File: config.mk
export PLATFORM = sky130hd
export DESIGN_NAME = crg_ctrl_flat
export DESIGN_NICKNAME = d
export VERILOG_FILES = /design/src/rtl/crg_ctrl_pkg.sv /design/src/rtl/crg_ctrl_if.sv /design/src/rtl/crg_ch_gate.sv /design/src/rtl/crg_ctrl.sv /design/src/flat_wrapper.sv
export SDC_FILE = /design/constraint.sdc
export NUM_CORES = 1
export LEC_CHECK = 0
export CORE_MARGIN = 2
export CORE_UTILIZATION = 36
export CTS_CLUSTER_SIZE = 30
export DETAILED_ROUTE_END_ITERATION = 10
export PLACE_DENSITY = 0.56
export RECOVER_POWER = 100
export REMOVE_ABC_BUFFERS = 1
export SYNTH_ARGS = -nofsm -noshare
export SYNTH_HDL_FRONTEND = slang
export SYNTH_HIERARCHICAL = 1
export SYNTH_SLANG_ARGS = --single-unit
export TNS_END_PERCENT = 30
File: constraint.sdc
create_clock -name clk_src -period 3.75 [get_ports clk_src]
set_clock_uncertainty 0.2 [all_clocks]
set_input_delay 0.375 -clock clk_src [delete_from_list [all_inputs] [get_ports clk_src]]
set_output_delay 0.375 -clock clk_src [all_outputs]
set_load 0.005 [all_outputs]
File: src/rtl/crg_ctrl_pkg.sv
// Shared types and constants for the clock/reset-generator control block.
// Channel and select FSM encodings, channel indices and a counter-width helper.
package crg_ctrl_pkg;

    typedef enum logic [1:0] {
        CH_OFF  = 2'd0,
        CH_WAKE = 2'd1,
        CH_ON   = 2'd2,
        CH_HOLD = 2'd3
    } ch_state_e;

    typedef enum logic [1:0] {
        SW_IDLE = 2'd0,
        SW_GATE = 2'd1,
        SW_SWAP = 2'd2,
        SW_WAIT = 2'd3
    } sel_state_e;

    localparam int CH_PHY = 0;
    localparam int CH_1   = 1;
    localparam int CH_2   = 2;
    localparam int CH_3   = 3;

    // Counters saturate at their terminal value, so one extra bit covers it.
    function automatic int cnt_w(input int terminal);
        return $clog2(terminal) + 1;
    endfunction

endpackage

File: src/rtl/crg_ctrl_if.sv
// Request/select bus between the clock consumers and crg_ctrl.
// req/ack is a level handshake: req held high asks for the clock, ack high means it runs;
// sel_req is a single-cycle pulse honoured only while sel_busy is low.
interface crg_ctrl_if #(
    parameter int N_CLK = 4
);

    logic [N_CLK-1:0] req;
    logic [N_CLK-1:0] ack;
    logic [N_CLK-1:0] clk_en;
    logic             sel_req;
    logic             sel_target;
    logic             sel_busy;
    logic             clk1_sel;

    modport master (
        output req,
        output sel_req,
        output sel_target,
        input  ack,
        input  clk_en,
        input  sel_busy,
        input  clk1_sel
    );

    modport slave (
        input  req,
        input  sel_req,
        input  sel_target,
        output ack,
        output clk_en,
        output sel_busy,
        output clk1_sel
    );

endinterface

File: src/rtl/crg_ch_gate.sv
// Single clock-channel gate: wakes on request, acks after a settle time and
// drops the enable only after a run of idle cycles; force_off_i parks it in OFF.
module crg_ch_gate
    import crg_ctrl_pkg::*;
#(
    parameter int EN_LAT   = 4,
    parameter int IDLE_CYC = 16
) (
    input  logic       clk_i,
    input  logic       rst_i,
    input  logic       req_i,
    input  logic       force_off_i,
    output logic       clk_en_o,
    output logic       ack_o,
    output logic [1:0] state_o
);

    localparam int SW = cnt_w(EN_LAT);
    localparam int IW = cnt_w(IDLE_CYC);
    localparam logic [SW-1:0] SETTLE_END = SW'(EN_LAT);
    localparam logic [IW-1:0] IDLE_END   = IW'(IDLE_CYC);

    ch_state_e       state_q, state_d;
    logic [SW-1:0]   settle_q, settle_d;
    logic [IW-1:0]   idle_q, idle_d;

    always_comb begin
        state_d  = state_q;
        settle_d = settle_q;
        idle_d   = idle_q;
        if (force_off_i) begin
            state_d  = CH_OFF;
            settle_d = '0;
            idle_d   = '0;
        end else begin
            case (state_q)
                CH_OFF: begin
                    if (req_i) begin
                        state_d  = CH_WAKE;
                        settle_d = SW'(1);
                    end
                end
                // req is deliberately ignored while settling.
                CH_WAKE: begin
                    if (settle_q == SETTLE_END) begin
                        state_d  = CH_ON;
                        settle_d = '0;
                    end else begin
                        settle_d = settle_q + SW'(1);
                    end
                end
                CH_ON: begin
                    if (!req_i) begin
                        state_d = CH_HOLD;
                        idle_d  = IW'(1);
                    end
                end
                CH_HOLD: begin
                    if (req_i) begin
                        state_d = CH_ON;
                        idle_d  = '0;
                    end else if (idle_q == IDLE_END) begin
                        state_d = CH_OFF;
                        idle_d  = '0;
                    end else begin
                        idle_d = idle_q + IW'(1);
                    end
                end
                default: begin
                    state_d  = CH_OFF;
                    settle_d = '0;
                    idle_d   = '0;
                end
            endcase
        end
    end

    always_ff @(posedge clk_i) begin
        if (rst_i) begin
            state_q  <= CH_OFF;
            settle_q <= '0;
            idle_q   <= '0;
        end else begin
            state_q  <= state_d;
            settle_q <= settle_d;
            idle_q   <= idle_d;
        end
    end

    // The force masks the outputs in the same cycle it is raised.
    assign clk_en_o = (state_q != CH_OFF) && !force_off_i;
    assign ack_o    = ((state_q == CH_ON) || (state_q == CH_HOLD)) && !force_off_i;
    assign state_o  = state_q;

endmodule

File: src/rtl/crg_ctrl.sv
// Control side of the clock/reset generator: per-channel enable/ack FSMs plus
// a glitch-safe source-select sequencer for the selectable channel.
module crg_ctrl
    import crg_ctrl_pkg::*;
#(
    parameter int N_CLK    = 4,
    parameter int SEL_IDX  = CH_1,
    parameter int EN_LAT   = 4,
    parameter int IDLE_CYC = 16,
    parameter int SW_GAP   = 3
) (
    input  logic               clk_src,
    input  logic               rst_clk_src,
    crg_ctrl_if.slave          bus,
    output logic [2*N_CLK-1:0] dbg_ch_state_o,
    output logic [1:0]         dbg_sel_state_o
);

    localparam int GW = cnt_w(SW_GAP);
    localparam logic [GW-1:0] GAP_END = GW'(SW_GAP);

    if (EN_LAT < 1 || EN_LAT > 255 || IDLE_CYC < 1 || IDLE_CYC > 65535 ||
        SW_GAP < 1 || SW_GAP > 255 || SEL_IDX < 0 || SEL_IDX >= N_CLK) begin : g_bad_param
        $error("crg_ctrl: parameter out of range");
    end

    sel_state_e      sel_state_q, sel_state_d;
    logic [GW-1:0]   gap_q, gap_d;
    logic            tgt_q, tgt_d;
    logic            clk1_sel_q, clk1_sel_d;
    logic            sel_release;
    logic            sel_force;
    logic [N_CLK-1:0] force_off;
    logic [N_CLK-1:0] clk_en_w;
    logic [N_CLK-1:0] ack_w;

    always_comb begin
        sel_state_d = sel_state_q;
        gap_d       = gap_q;
        tgt_d       = tgt_q;
        clk1_sel_d  = clk1_sel_q;
        case (sel_state_q)
            SW_IDLE: begin
                if (bus.sel_req && (bus.sel_target != clk1_sel_q)) begin
                    tgt_d       = bus.sel_target;
                    gap_d       = GW'(1);
                    sel_state_d = SW_GATE;
                end
            end
            SW_GATE: begin
                if (gap_q == GAP_END) begin
                    gap_d       = '0;
                    sel_state_d = SW_SWAP;
                end else begin
                    gap_d = gap_q + GW'(1);
                end
            end
            SW_SWAP: begin
                clk1_sel_d  = tgt_q;
                gap_d       = GW'(1);
                sel_state_d = SW_WAIT;
            end
            SW_WAIT: begin
                if (gap_q == GAP_END) begin
                    gap_d       = '0;
                    sel_state_d = SW_IDLE;
                end else begin
                    gap_d = gap_q + GW'(1);
                end
            end
            default: begin
                gap_d       = '0;
                sel_state_d = SW_IDLE;
            end
        endcase
    end

    always_ff @(posedge clk_src) begin
        if (rst_clk_src) begin
            sel_state_q <= SW_IDLE;
            gap_q       <= '0;
            tgt_q       <= 1'b0;
            clk1_sel_q  <= 1'b0;
        end else begin
            sel_state_q <= sel_state_d;
            gap_q       <= gap_d;
            tgt_q       <= tgt_d;
            clk1_sel_q  <= clk1_sel_d;
        end
    end

    // Releasing in the last busy cycle lets the channel re-enter WAKE exactly
    // as sel_busy falls, while its outputs stay low for the whole busy window.
    assign sel_release = (sel_state_q == SW_WAIT) && (gap_q == GAP_END);
    assign sel_force   = (sel_state_q != SW_IDLE) && !sel_release;

    always_comb begin
        force_off          = '0;
        force_off[SEL_IDX] = sel_force;
    end

    for (genvar g = 0; g < N_CLK; g++) begin : g_ch
        crg_ch_gate #(
            .EN_LAT   (EN_LAT),
            .IDLE_CYC (IDLE_CYC)
        ) u_gate (
            .clk_i       (clk_src),
            .rst_i       (rst_clk_src),
            .req_i       (bus.req[g]),
            .force_off_i (force_off[g]),
            .clk_en_o    (clk_en_w[g]),
            .ack_o       (ack_w[g]),
            .state_o     (dbg_ch_state_o[2*g +: 2])
        );
    end

    assign bus.clk_en       = clk_en_w;
    assign bus.ack          = ack_w;
    assign bus.sel_busy     = (sel_state_q != SW_IDLE);
    assign bus.clk1_sel     = clk1_sel_q;
    assign dbg_sel_state_o  = sel_state_q;

endmodule

File: src/flat_wrapper.sv
// flat-port wrapper written by rule: the top's interface ports become plain ports
module crg_ctrl_flat import crg_ctrl_pkg::*;
#(
    parameter int N_CLK    = 4,
    parameter int SEL_IDX  = CH_1,
    parameter int EN_LAT   = 4,
    parameter int IDLE_CYC = 16,
    parameter int SW_GAP   = 3
)
  (clk_src, rst_clk_src, dbg_ch_state_o, dbg_sel_state_o, bus_req, bus_sel_req, bus_sel_target, bus_ack, bus_clk_en, bus_sel_busy, bus_clk1_sel);
  crg_ctrl_if #(.N_CLK(N_CLK)) bus_i ();
  input  logic clk_src;
  input  logic rst_clk_src;
  output logic [2*N_CLK-1:0] dbg_ch_state_o;
  output logic [1:0] dbg_sel_state_o;
  input wire logic [$bits(bus_i.req)-1:0] bus_req;
  input wire logic [$bits(bus_i.sel_req)-1:0] bus_sel_req;
  input wire logic [$bits(bus_i.sel_target)-1:0] bus_sel_target;
  output wire logic [$bits(bus_i.ack)-1:0] bus_ack;
  output wire logic [$bits(bus_i.clk_en)-1:0] bus_clk_en;
  output wire logic [$bits(bus_i.sel_busy)-1:0] bus_sel_busy;
  output wire logic [$bits(bus_i.clk1_sel)-1:0] bus_clk1_sel;
  assign bus_i.req = bus_req;
  assign bus_i.sel_req = bus_sel_req;
  assign bus_i.sel_target = bus_sel_target;
  assign bus_ack = bus_i.ack;
  assign bus_clk_en = bus_i.clk_en;
  assign bus_sel_busy = bus_i.sel_busy;
  assign bus_clk1_sel = bus_i.clk1_sel;
  crg_ctrl #(.N_CLK(N_CLK), .SEL_IDX(SEL_IDX), .EN_LAT(EN_LAT), .IDLE_CYC(IDLE_CYC), .SW_GAP(SW_GAP)) u_core (.clk_src(clk_src), .rst_clk_src(rst_clk_src), .bus(bus_i), .dbg_ch_state_o(dbg_ch_state_o), .dbg_sel_state_o(dbg_sel_state_o));
endmodule
Yosys cells after proc, flatten, opt, wreduce, memory -nomap -nowiden --
Index checks and enable logic that the tools add are counted.
Storage, ports and cells: register bits after elaboration 47, bits in latches 0, bits in writable memories 0, memory bits (read-only) 0, output and inout bits 20, logic and storage cells 173, memories kept 0
Cells by class: add/sub/neg operators 9, multipliers 0, div/mod/pow operators 0, $lt $le $gt $ge 0, eq/ne operators 44, shift operators 0, multiplexer cells 59, bitwise operators 0, reductions and logical operators 45
Operators with widths (count):
- two-way mux 5 bit | 12
- two-way mux 2 bit | 23
- one-hot mux 2 bit (4 select lines) | 5
- one-hot mux 5 bit (2 select lines) | 4
- two-way mux 3 bit | 10
- nonzero test 2 bit | 13
- inequality test 2 bit, second input constant | 12
- one-hot mux 3 bit (2 select lines) | 4
- adder 5 x 1 -> 5 bit, second input constant | 4
- equality test 2 bit, second input constant | 10
- equality test 5 bit, second input constant | 4
- AND reduction 2 bit | 9
- AND reduction 4 bit | 4
- adder 3 x 1 -> 3 bit, second input constant | 5
- equality test 3 bit, second input constant | 4
- inequality test 3 bit, second input constant | 4
- equality test 2 x 1 -> 1 bit, second input constant | 5
- logical NOT 2 bit | 5
- one-hot mux 3 bit (3 select lines) | 1
- inequality test 2 x 1 -> 1 bit, second input constant | 3
- logical AND 1 bit | 5
- logical OR 1 bit | 4
- OR reduction 2 bit | 2
- equality test 3 x 2 -> 1 bit, second input constant | 1
- other kinds (3) | 4

Longest topological paths before layout --
Gate-level depths: netlist of run 1.
depth after elaboration 6, gate-level depth with buffers 7

Modules after synthesis --
Netlist of run 1, hierarchy kept.
Modules (own cells, without submodules):
- crg_ch_gate | instances 4, cells each 76, area each 631.9 µm², seq. area each 200.2 µm²
- crg_ctrl | instances 1, cells each 49, area each 455.4 µm², seq. area each 140.1 µm²

Least setup slack after synthesis of run 1 --
OpenSTA, ideal clock, no wires.
kind register to register, start point reg u_core.sel_state_q[0] (netlist: u_core/dbg_sel_state_o[0]), end point reg u_core.g_ch[1].u_gate.idle_q[4], library setup time 0.120 ns, arrival 1.548 ns, required time 3.430 ns, path slack 1.883 ns, cell stages (with the launch flop) 7, path buffers 0, clock period less this slack 1.867 ns, path through dfxtp_1 inv_1 ha_1 a31oi_1 nor3b_1 and4_4 a211o_1
Between the ends: word-level cells in the longest chain between the ends 5, elaborated cells on any way between the ends 6
Ends and longest elaborated chain:
- start, declared | RTL line crg_ctrl.sv:27 | sel_state_e sel_state_q, sel_state_d;
- start signal, assigned | RTL line crg_ctrl.sv:85 | sel_state_q <= sel_state_d;
- equality test 2 bit | RTL line crg_ctrl.sv:94 | assign sel_release = (sel_state_q == SW_WAIT) && (gap_q == GAP_END);
- logical AND 1 bit | RTL line crg_ctrl.sv:94
- logical NOT 1 bit | RTL line crg_ctrl.sv:95 | assign sel_force = (sel_state_q != SW_IDLE) && !sel_release;
- logical AND 1 bit (*) | RTL line crg_ctrl.sv:95
- named net u_core.sel_force | RTL line crg_ctrl.sv:32 | logic sel_force;
- OR reduction 2 bit (no line) (*)
- end signal, assigned | RTL line crg_ch_gate.sv:86 | idle_q <= idle_d;
- end, declared | RTL line crg_ch_gate.sv:25 | logic [IW-1:0] idle_q, idle_d;
Mark *: on every way through the listed nets, which the timed path passes. The rest lies on a longest branch. A chain may end at the register's enable or synchronous reset.

Final worst setup path of run 1 --
start point reg u_core.sel_state_q[0] (netlist: u_core/dbg_sel_state_o[0]), end point out bus_ack[1]
Between the ends: word-level cells in the longest chain between the ends 6, elaborated cells on any way between the ends 7
Ends and longest elaborated chain:
- equality test 2 bit | RTL line crg_ctrl.sv:94
- logical AND 1 bit | RTL line crg_ctrl.sv:94
- logical NOT 1 bit | RTL line crg_ctrl.sv:95
- logical AND 1 bit (*) | RTL line crg_ctrl.sv:95
- named net u_core.sel_force | RTL line crg_ctrl.sv:32
- logical NOT 1 bit (*) | RTL line crg_ch_gate.sv:92 | assign ack_o = ((state_q == CH_ON) || (state_q == CH_HOLD)) && !force_off_i;
- logical AND 1 bit (*) | RTL line crg_ch_gate.sv:92
- end, declared | RTL line flat_wrapper.sv:19 | output wire logic [$bits(bus_i.ack)-1:0] bus_ack;
Marked as above.

==> results_dict.tcl, run 1 <==
set metrics [dict create \
    detail_route.wirelength.met1_um 2910 \
    period_minus_slack_ps 2820 \
    diodes 0 \
    grt_pass1_vias 2260 \
    rr_endpoint "u_core/g_ch[1].u_gate/idle_q[4]" \
    clock_latency_ps 290 \
    cp-end-kind "output port" \
    fp.dieH_um 95.0 \
    drtAntennaViolNets 0 \
    synth-seq-cells 47 \
    initial_core_util_pct 36.7 \
    async_reset_ff_share_pct 0 \
    rrSetupSlack_ps 1440 \
    final_cell_area_sq_um 3420 \
    synth_area_sq_um 2980 \
    grt-ovfl-total 0 \
    cts_resized 0 \
    peakVddDrop_mv 0.136 \
    nets 414 \
    holdPathEnd "u_core/gap_q[2]" \
    cts_made_buffers 5 \
    syn_inst 353 \
    portBuffers 27 \
    synth.distinct_cells 45 \
    grt_use_total_pct 13.5 \
    drv_cap 0 \
    finalMaxSlewViolations 0 \
    grt_max_degree 23 \
    dp.cells 482 \
    drcViolationCount 0 \
    setup_tns_ps 0 \
    avgSynthCellArea_sq_um 8.45 \
    fin_cells 490 \
    die_x_um 95.0 \
    path_cells "inv_1 > ha_1 > a31oi_1 > and2b_2 > dlygate4sd3_1" \
    core.rowCount 33 \
    startpoint_type "flop" \
    cts_tree "built" \
    synth_edf_count 0 \
    core_sq_um 8130 \
    wl_met2_um 2680 \
    antenna_found_initial 0 \
    tightest_slew_ps 726 \
    place_area_sq_um 3330 \
    yosys_warnings 6 \
    post_cts_buffers 0 \
    fmax_mhz 355 \
    leakage_nw 1.36 \
    htree_levels 2 \
    drtIter0Drc 100 \
    rsz0062_at_grt "no" \
    arrival_ps 2240 \
    total_power_mw 1.18 \
    cts_buffer_depth 2 \
    holdBufCountCts 0 \
    yosysSeqAreaShare_pct 31.5 \
    critical-path-max-stage-delay_ps 560 \
    drive_gt1_share_pct 3.90 \
    place_ws_ps 1290 \
    status "finished clean" \
    vias 2491 \
    wl_um 5840 \
    clk_pin_slew_worst_paths_ps 80 \
    min_period_over_period_pct 75.1 \
    cts-root-buf "clkbuf_8" \
    critical_path_required_ps 3170 \
    hold_violations 0 \
    r2r_cells 6 \
    setup_viol 0 \
    path_max_fanout 7 \
    synth_ff_type "dfxtp_1" \
    wl_per_cell_um 11.9 \
    syn_to_final_growth_pct 14.6 \
    die_area_sq_um 9030 \
    p_per_area_nw_per_um2 344 \
    wl_met3_um 177 \
    dp_hpwl_um 4180 \
    r2r-start "u_core/dbg_sel_state_o[0]" \
    detail_route.vias_per_cell 5.08 \
    min_from "u_core/gap_q[2]" \
    grt_pass1_wl_um 9890 \
    relSlewSlack_pct 51.4 \
    finish.utilization_pct 42.0 \
    slowest_stage "dlygate4sd3_1" \
    min_delay_path_depth 2 \
    cts.sinks 47 \
    whs_ps 268 \
    layout_setup_ws_ps 934 \
    num_io_pins 28 \
    firstDrtPassIters 4 \
    highest_layer "met4" \
    path_class "flop to output port" \
    hold_path.class "flop to flop" \
    place.gp.congestion 0.819 \
]
-- synth_stat cells (5+ instances only) --
cell | n | share of area [%]
dfxtp_1 | 47 | 32
a21oi_1 | 26 | 4.4
inv_1 | 26 | 3.3
nor2_1 | 25 | 3.1
ha_1 | 22 | 9.2
nand2_1 | 20 | 2.5
nand2b_1 | 18 | 3.8
a211o_1 | 12 | 3.5
buf_2 | 12 | 2.0
nand3_1 | 12 | 2.0
nor3b_1 | 12 | 3.0
and3b_1 | 8 | 2.3
mux2i_1 | 8 | 2.7
nand3b_1 | 8 | 2.0
nor3_1 | 8 | 1.3
o21ai_0 | 8 | 1.3
nor2b_1 | 5 | 1.0
o21ai_1 | 5 | 0.84
o21bai_1 | 5 | 1.3
-- flip-flops by register name (all words and copies together) (netlist names) --
register                     flops
u_core/g_ch.u_gate/settle_q     12
u_core/dbg_sel_state_o           2
u_core/gap_q                     3
u_core/tgt_q                     1
u_core/g_ch.u_gate/idle_q       20
u_core/g_ch.u_gate/state_o       8
u_core/bus.clk1_sel              1
-- metal layers --
layer / vias up / GRT usage, %
li1: 1310 / -
met1: 1140 / 17.9
met2: 35 / 22.0
met3: 6 / 2.69
met4: 0 / 4.47
met5: - / 0
-- final cells by class --
class                   instances  area [sq um]
clock buffers                   8           100
fillers                       821          4710
inverters                      26          97.6
multi-input cells             277          1880
flip-flops and latches         47           941
well taps                     105           131
repair buffers                 27           270
-- cell usage in the layout (no fill, tap or decap), drive strengths merged, types with 13 or more instances in the layout --
cell type    synthesis  layout
dlygate4sd3          0      21
dfxtp               47      47
inv                 26      26
o21ai               13      13
nand2b              18      18
a21oi               26      26
nand2               20      20
nor2                25      25
conb                 1      15
ha                  22      22
-- worst max-delay path, delay by kind of cell, from the launching register on --
kind,cells,cell delay (ps)
AO/OA/AOI/OAI,1,340
buffers and inverters,2,660
AND/OR/NAND/NOR,1,260
adder cells (fa/ha/maj),1,290
flip-flops,1,400
-- how the worst max path moves through the flow --
stage / depth (start not counted) / to / slack [ps] / start
CTS: 5 / bus_ack[1] / 990 / u_core/dbg_sel_state_o[0]
floorplan: 6 / u_core/g_ch[1].u_gate/idle_q[4] / 1840 / u_core/dbg_sel_state_o[0]
global route: 5 / bus_ack[1] / 730 / u_core/dbg_sel_state_o[1]
finish: 5 / bus_ack[1] / 930 / u_core/dbg_sel_state_o[0]
detailed placement: 4 / u_core/g_ch[0].u_gate/idle_q[4] / 1290 / rst_clk_src
global placement: 4 / u_core/g_ch[1].u_gate/idle_q[4] / 1370 / rst_clk_src
-- report_power, final --
part	leakage, nW	internal [mW]	switching (mW)	total (mW)
registers	0.381	0.527	0.0336	0.561
clock network	0.0515	0.168	0.164	0.332
logic	0.924	0.133	0.150	0.283
total	1.36	0.828	0.348	1.18
-- cells by family (layout without fill, tap and decap cells) --
| kind of cell | count (synthesis) | after routing | share of synthesized area [%] |
|---|---|---|---|
| xor+xnor | 1 | 1 | 0.294 |
| flops | 47 | 47 | 31.5 |
| fa+ha+maj | 22 | 22 | 9.23 |
| mux | 8 | 8 | 2.68 |
| buf+inv | 43 | 61 | 6.92 |
| other cells | 1 | 15 | 0.126 |
| simple gates | 144 | 144 | 29.0 |
| compound gates | 87 | 87 | 20.2 |
No activity file was read; power rests on OpenSTA's default activity.
==> inputs of run 2 (changes only) <==
PLACE_DENSITY = 0.58   (was 0.56)
clock period = 2.4 ns   (was 3.75 ns; I/O delays follow)
==> run 2 against run 1 <==
Critical path depth is the same. Routed wire length is 2.0% higher. Total power increased by 58%. Sequential share of layout area down 0.47 points. Combinational power up 72%. Clock power increased by 48%.
==> results_dict.tcl, run 2 (synthesis gave the netlist of run 1 again) <==
set metrics [dict create \
    crit_buf_inv 2 \
    grt_pass1_wl_um 10100 \
    grt_use_total_pct 13.8 \
    min_period_over_period_pct 93.6 \
    drcViolationCount 0 \
    drv_cap 0 \
    detail_route.vias_per_cell 5.06 \
    cp_num_cells 5 \
    cts.sinks 47 \
    clk_pin_slew_worst_paths_ps 90 \
    n_fill_cell 805 \
    holdBufCountCts 0 \
    status "finished clean" \
    slowest_stage "clkdlybuf4s50_1" \
    path_cells "inv_1 > ha_4 > a31oi_2 > and2b_2 > clkdlybuf4s50_1" \
    nets 423 \
    vias 2520 \
    arrival_ps 1810 \
    peakVddDrop_mv 0.191 \
    portBuffers 27 \
    critical_path_required_ps 1960 \
    largest_reg_flops 20 \
    htree_levels 2 \
    drtAntennaViolNets 0 \
    fp.dieH_um 95.0 \
    power_frac_seq_pct 47.3 \
    r2r-start "u_core/dbg_sel_state_o[0]" \
    internal-power_mw 1.29 \
    cts_tree "built" \
    period_minus_slack_ps 2250 \
    fin_cells 498 \
    core_sq_um 8130 \
    p_per_area_nw_per_um2 533 \
    wl_um 5950 \
    path_class "flop to output port" \
    die_x_um 95.0 \
    grt_pass1_vias 2262 \
    p_clk_share_pct 26.5 \
    cp-end-kind "output port" \
    cp-startpoint "u_core/dbg_sel_state_o[0]" \
    r2r_cells 7 \
    drive_gt1_share_pct 6.62 \
    wl_per_cell_um 12.0 \
    finalMaxSlewViolations 0 \
    switchingPower_mw 0.566 \
    rr_endpoint "u_core/g_ch[1].u_gate/idle_q[4]" \
    syn_to_final_growth_pct 16.9 \
    hold_path.class "flop to flop" \
    setup_viol 0 \
    die_area_sq_um 9030 \
    num_io_pins 28 \
    critical-path-top-delay-family "buffers and inverters" \
    grt-ovfl-total 0 \
    total_power_mw 1.86 \
    core.rowCount 33 \
    drtIter0Drc 58 \
    leakage_nw 1.38 \
    mostFrequentLayoutCells "dfxtp_1 (45), inv_1 (26), a21oi_1 (26)" \
    min_delay_path_depth 2 \
    fmax_mhz 445 \
    grt_max_degree 15 \
    tightest_slew_ps 597 \
    power.share.combinational_pct 26.2 \
    top_register "u_core/g_ch.u_gate/idle_q" \
    initial_core_util_pct 36.7 \
    dp.cells 491 \
    final_common_cell "dfxtp_1" \
    diodes 0 \
    relSlewSlack_pct 60.2 \
    cts_buffer_depth 2 \
    firstDrtPassIters 4 \
    rrSetupSlack_ps 290 \
    startpoint_type "flop" \
    critical-path-max-stage-delay_ps 430 \
    dp_hpwl_um 4280 \
    rsz0062_at_grt "no" \
    cts_made_buffers 5 \
    hold_violations 0 \
    setup_tns_ps 0 \
    antenna_found_initial 0 \
    path_max_fanout 7 \
    crit_path_end "bus_ack[1]" \
    cts-root-buf "clkbuf_8" \
    place.gp.congestion 0.784 \
    clock_latency_ps 300 \
    p_sw_share_pct 30.4 \
    whs_ps 270 \
]
[run 2: changes by cell type in the layout (fill, tap and decap cells not counted), sizes merged]
cell,delta
buf,+7
clkdlybuf4s50,+3
dlygate4sd3,-3
clkinv,+1
[run 2: what timing repair did]
item                       in CTS  in global routing
resized for setup               2                  3
setup buffers                   0                  0
setup endpoints to repair       2                  2
[run 2: routing by layer]
metal	global-route usage, %	vias up	routed length, um
li1	-	1330	-
met1	17.8	1158	2980
met2	23.2	26	2730
met3	2.61	6	147
met4	4.71	0	93
met5	0	-	0
[run 2: worst min-delay path by stage]
stage,to,startpoint,slack [ps]
after floorplan,u_core/tgt_q,rst_clk_src,110
after global placement,u_core/gap_q[2],u_core/gap_q[2],250
after detailed placement,u_core/gap_q[2],u_core/gap_q[2],250
after CTS,u_core/gap_q[2],u_core/gap_q[2],270
after global routing,u_core/gap_q[2],u_core/gap_q[2],300
final,u_core/gap_q[2],u_core/gap_q[2],270
[run 2: worst min-delay path, cell delays in order (launching register included)]
cell	delay, ps
dfxtp_1	330
nand2b_1	70
a21oi_1	40
[run 2: power groups by stage]
stage,registers (mW),clock network [mW],logic [mW]
3_5_place_dp,0.896,0,0.498
6_report,0.879,0.493,0.487
4_1_cts,0.879,0.520,0.509
2_1_floorplan,0.885,0,0.311
5_1_grt,0.889,0.552,0.556
3_3_place_gp,0.893,0,0.495
[run 2: metrics by stage]
stage	utilization (%)	cell area, sq um	setup slack, ps
after global routing	42.9	3490	50.1
after CTS	42.9	3490	29.8
after floorplan	-	2930	489
final	42.9	3490	154
after global placement	41.7	3400	301
after detailed placement	41.7	3400	242
[run 2: cell type report]
class	count	area, sq um	share of cell area (%)
Sequential cell	47	943	27.0
Multi-Input combinational cell	277	1900	54.4
Clock inverter	1	5.00	0.143
Inverter	26	97.6	2.80
Tap cell	105	131	3.77
Timing Repair Buffer	36	330	9.47
Clock buffer	6	82.6	2.37
==> inputs of run 3 (changes only) <==
CORE_UTILIZATION = 25   (was 36)
PLACE_DENSITY = 0.45   (was 0.58)
==> run 3 against run 2 <==
The flow now finishes with violations (design-rule violations). Combinational power rose by 6.0%. Largest power group unchanged. Hold slack barely moved. Highest routed layer unchanged. Setup slack worse by 1.2 ps. Critical path type unchanged. Global-route usage down 3.5 points. Utilization fell by 12 points. Fmax about the same. Register-to-register slack gained 100 ps. Critical endpoint unchanged.
==> results_dict.tcl, run 3 (synthesis gave the netlist of run 1 again) <==
set metrics [dict create \
    setup_tns_ps 0 \
    grt_max_degree 18 \
    min_from "u_core/gap_q[2]" \
    grt_pass1_wl_um 10900 \
    hold_violations 0 \
    violations "design-rule violations" \
    power.share.combinational_pct 24.8 \
    rr_endpoint "u_core/g_ch[1].u_gate/idle_q[4]" \
    portBuffers 27 \
    clk_pin_slew_worst_paths_ps 70 \
    largest_reg_flops 20 \
    die_x_um 113 \
    cts.sinks 47 \
    use_met2_pct 16.3 \
    min_period_over_period_pct 93.6 \
    clock_latency_ps 290 \
    fp.dieH_um 113 \
    top_register "u_core/g_ch.u_gate/idle_q" \
    die_area_sq_um 12800 \
    status "complete, but fails checks" \
    switchingPower_mw 0.608 \
    setup_viol 0 \
    leakage_nw 1.40 \
    drcViolationCount 1 \
    cp-end-kind "output port" \
    dp_hpwl_um 4550 \
    gr-usage-met1_pct 13.9 \
    place_ws_ps 172 \
    p_per_area_nw_per_um2 580 \
    htree_levels 2 \
    finish.utilization_pct 31.2 \
    cts_tree "built" \
    tightest_slew_ps 650 \
    holdPathEnd "u_core/gap_q[2]" \
    cts-root-buf "clkbuf_16" \
    place.gp.congestion 0.759 \
    r2r-start "u_core/dbg_sel_state_o[0]" \
    vias 2554 \
    grt_pass1_vias 2367 \
    p_clk_share_pct 32.9 \
    diodes 0 \
    peakVddDrop_mv 0.244 \
    cp-startpoint "u_core/dbg_sel_state_o[0]" \
    startpoint_type "flop" \
    period_minus_slack_ps 2250 \
    arrival_ps 1810 \
    slowest_stage "clkdlybuf4s50_1" \
    path_max_fanout 5 \
    num_io_pins 28 \
    detail_route.vias_per_cell 4.75 \
    mostFrequentLayoutCells "dfxtp_1 (45), inv_1 (26), a21oi_1 (26)" \
    min_delay_path_depth 2 \
    drtAntennaViolNets 0 \
    use_met3_pct 2.25 \
    wl_um 6330 \
    antenna_found_initial 0 \
    drv_cap 0 \
    critical-path-max-stage-delay_ps 440 \
    nets 424 \
    rrSetupSlack_ps 390 \
    firstDrtPassIters 8 \
    whs_ps 270 \
    holdBufCountCts 0 \
    r2r_cells 6 \
    final_common_cell "dfxtp_1" \
    cts_made_buffers 5 \
    fin_cells 538 \
    rsz0062_at_grt "no" \
    path_cells "inv_1 > ha_2 > a31oi_4 > and2b_2 > clkdlybuf4s50_1" \
    wl_per_cell_um 11.8 \
    grt-ovfl-total 0 \
    critical_path_required_ps 1960 \
    busiest_layer "met2" \
    drive_gt1_share_pct 6.58 \
    hold_path.class "flop to flop" \
    grt_use_total_pct 10.4 \
    drtIter0Drc 107 \
    p_sw_share_pct 29.2 \
    power_frac_seq_pct 42.3 \
    total_power_mw 2.08 \
    internal-power_mw 1.47 \
    finalMaxSlewViolations 0 \
    core_sq_um 11500 \
    path_class "flop to output port" \
    relSlewSlack_pct 56.7 \
    cts_buffer_depth 2 \
    layout_setup_ws_ps 153 \
    place_area_sq_um 3440 \
    final_cell_area_sq_um 3590 \
    core.rowCount 39 \
    syn_to_final_growth_pct 20.4 \
    initial_core_util_pct 25.9 \
    dp.cells 528 \
    fmax_mhz 445 \
]
run 3: area by class of cell:
type,instances,area [sq um]
fillers,1242,7930
multi-input cells,277,1900
flip-flops and latches,47,943
repair buffers,37,334
well taps,143,179
clock buffers,7,133
inverters,26,97.6
clock inverters,1,5.00
run 3: worst max path at each step:
| stage | to | cells past startpoint |
|---|---|---|
| finish | bus_ack[1] | 5 |
| global route | bus_ack[1] | 5 |
| CTS | bus_ack[1] | 5 |
| detailed placement | bus_ack[1] | 5 |
| global placement | bus_ack[1] | 5 |
| floorplan | u_core/g_ch[1].u_gate/idle_q[4] | 6 |
run 3: repair_timing:
item	CTS	global route
hold endpoints to repair	0	0
resized for setup	3	2
setup buffers	0	2
cloned	0	0
setup endpoints to repair	2	1
run 3: metal layers:
metal / up-vias / wire, um
li1: 1341 / -
met1: 1181 / 3240
met2: 26 / 2820
met3: 6 / 163
met4: 0 / 102
met5: - / 0
run 3: power by group through the flow:
stage               registers, mW  clock network [mW]  logic (mW)
global placement            0.894                   0       0.501
global route                0.890               0.749       0.584
CTS                         0.881               0.726       0.524
detailed placement          0.897                   0       0.503
floorplan                   0.885                   0       0.311
finish                      0.880               0.686       0.516
run 3: critical path, delay by kind of cell, from the launching register on:
| kind | cells | cell delay (ps) |
|---|---|---|
| and+or+nand+nor | 1 | 230 |
| adders and majority gates | 1 | 210 |
| buffers and inverters | 2 | 520 |
| AOI/OAI and AO/OA | 1 | 180 |
| DFF | 1 | 360 |
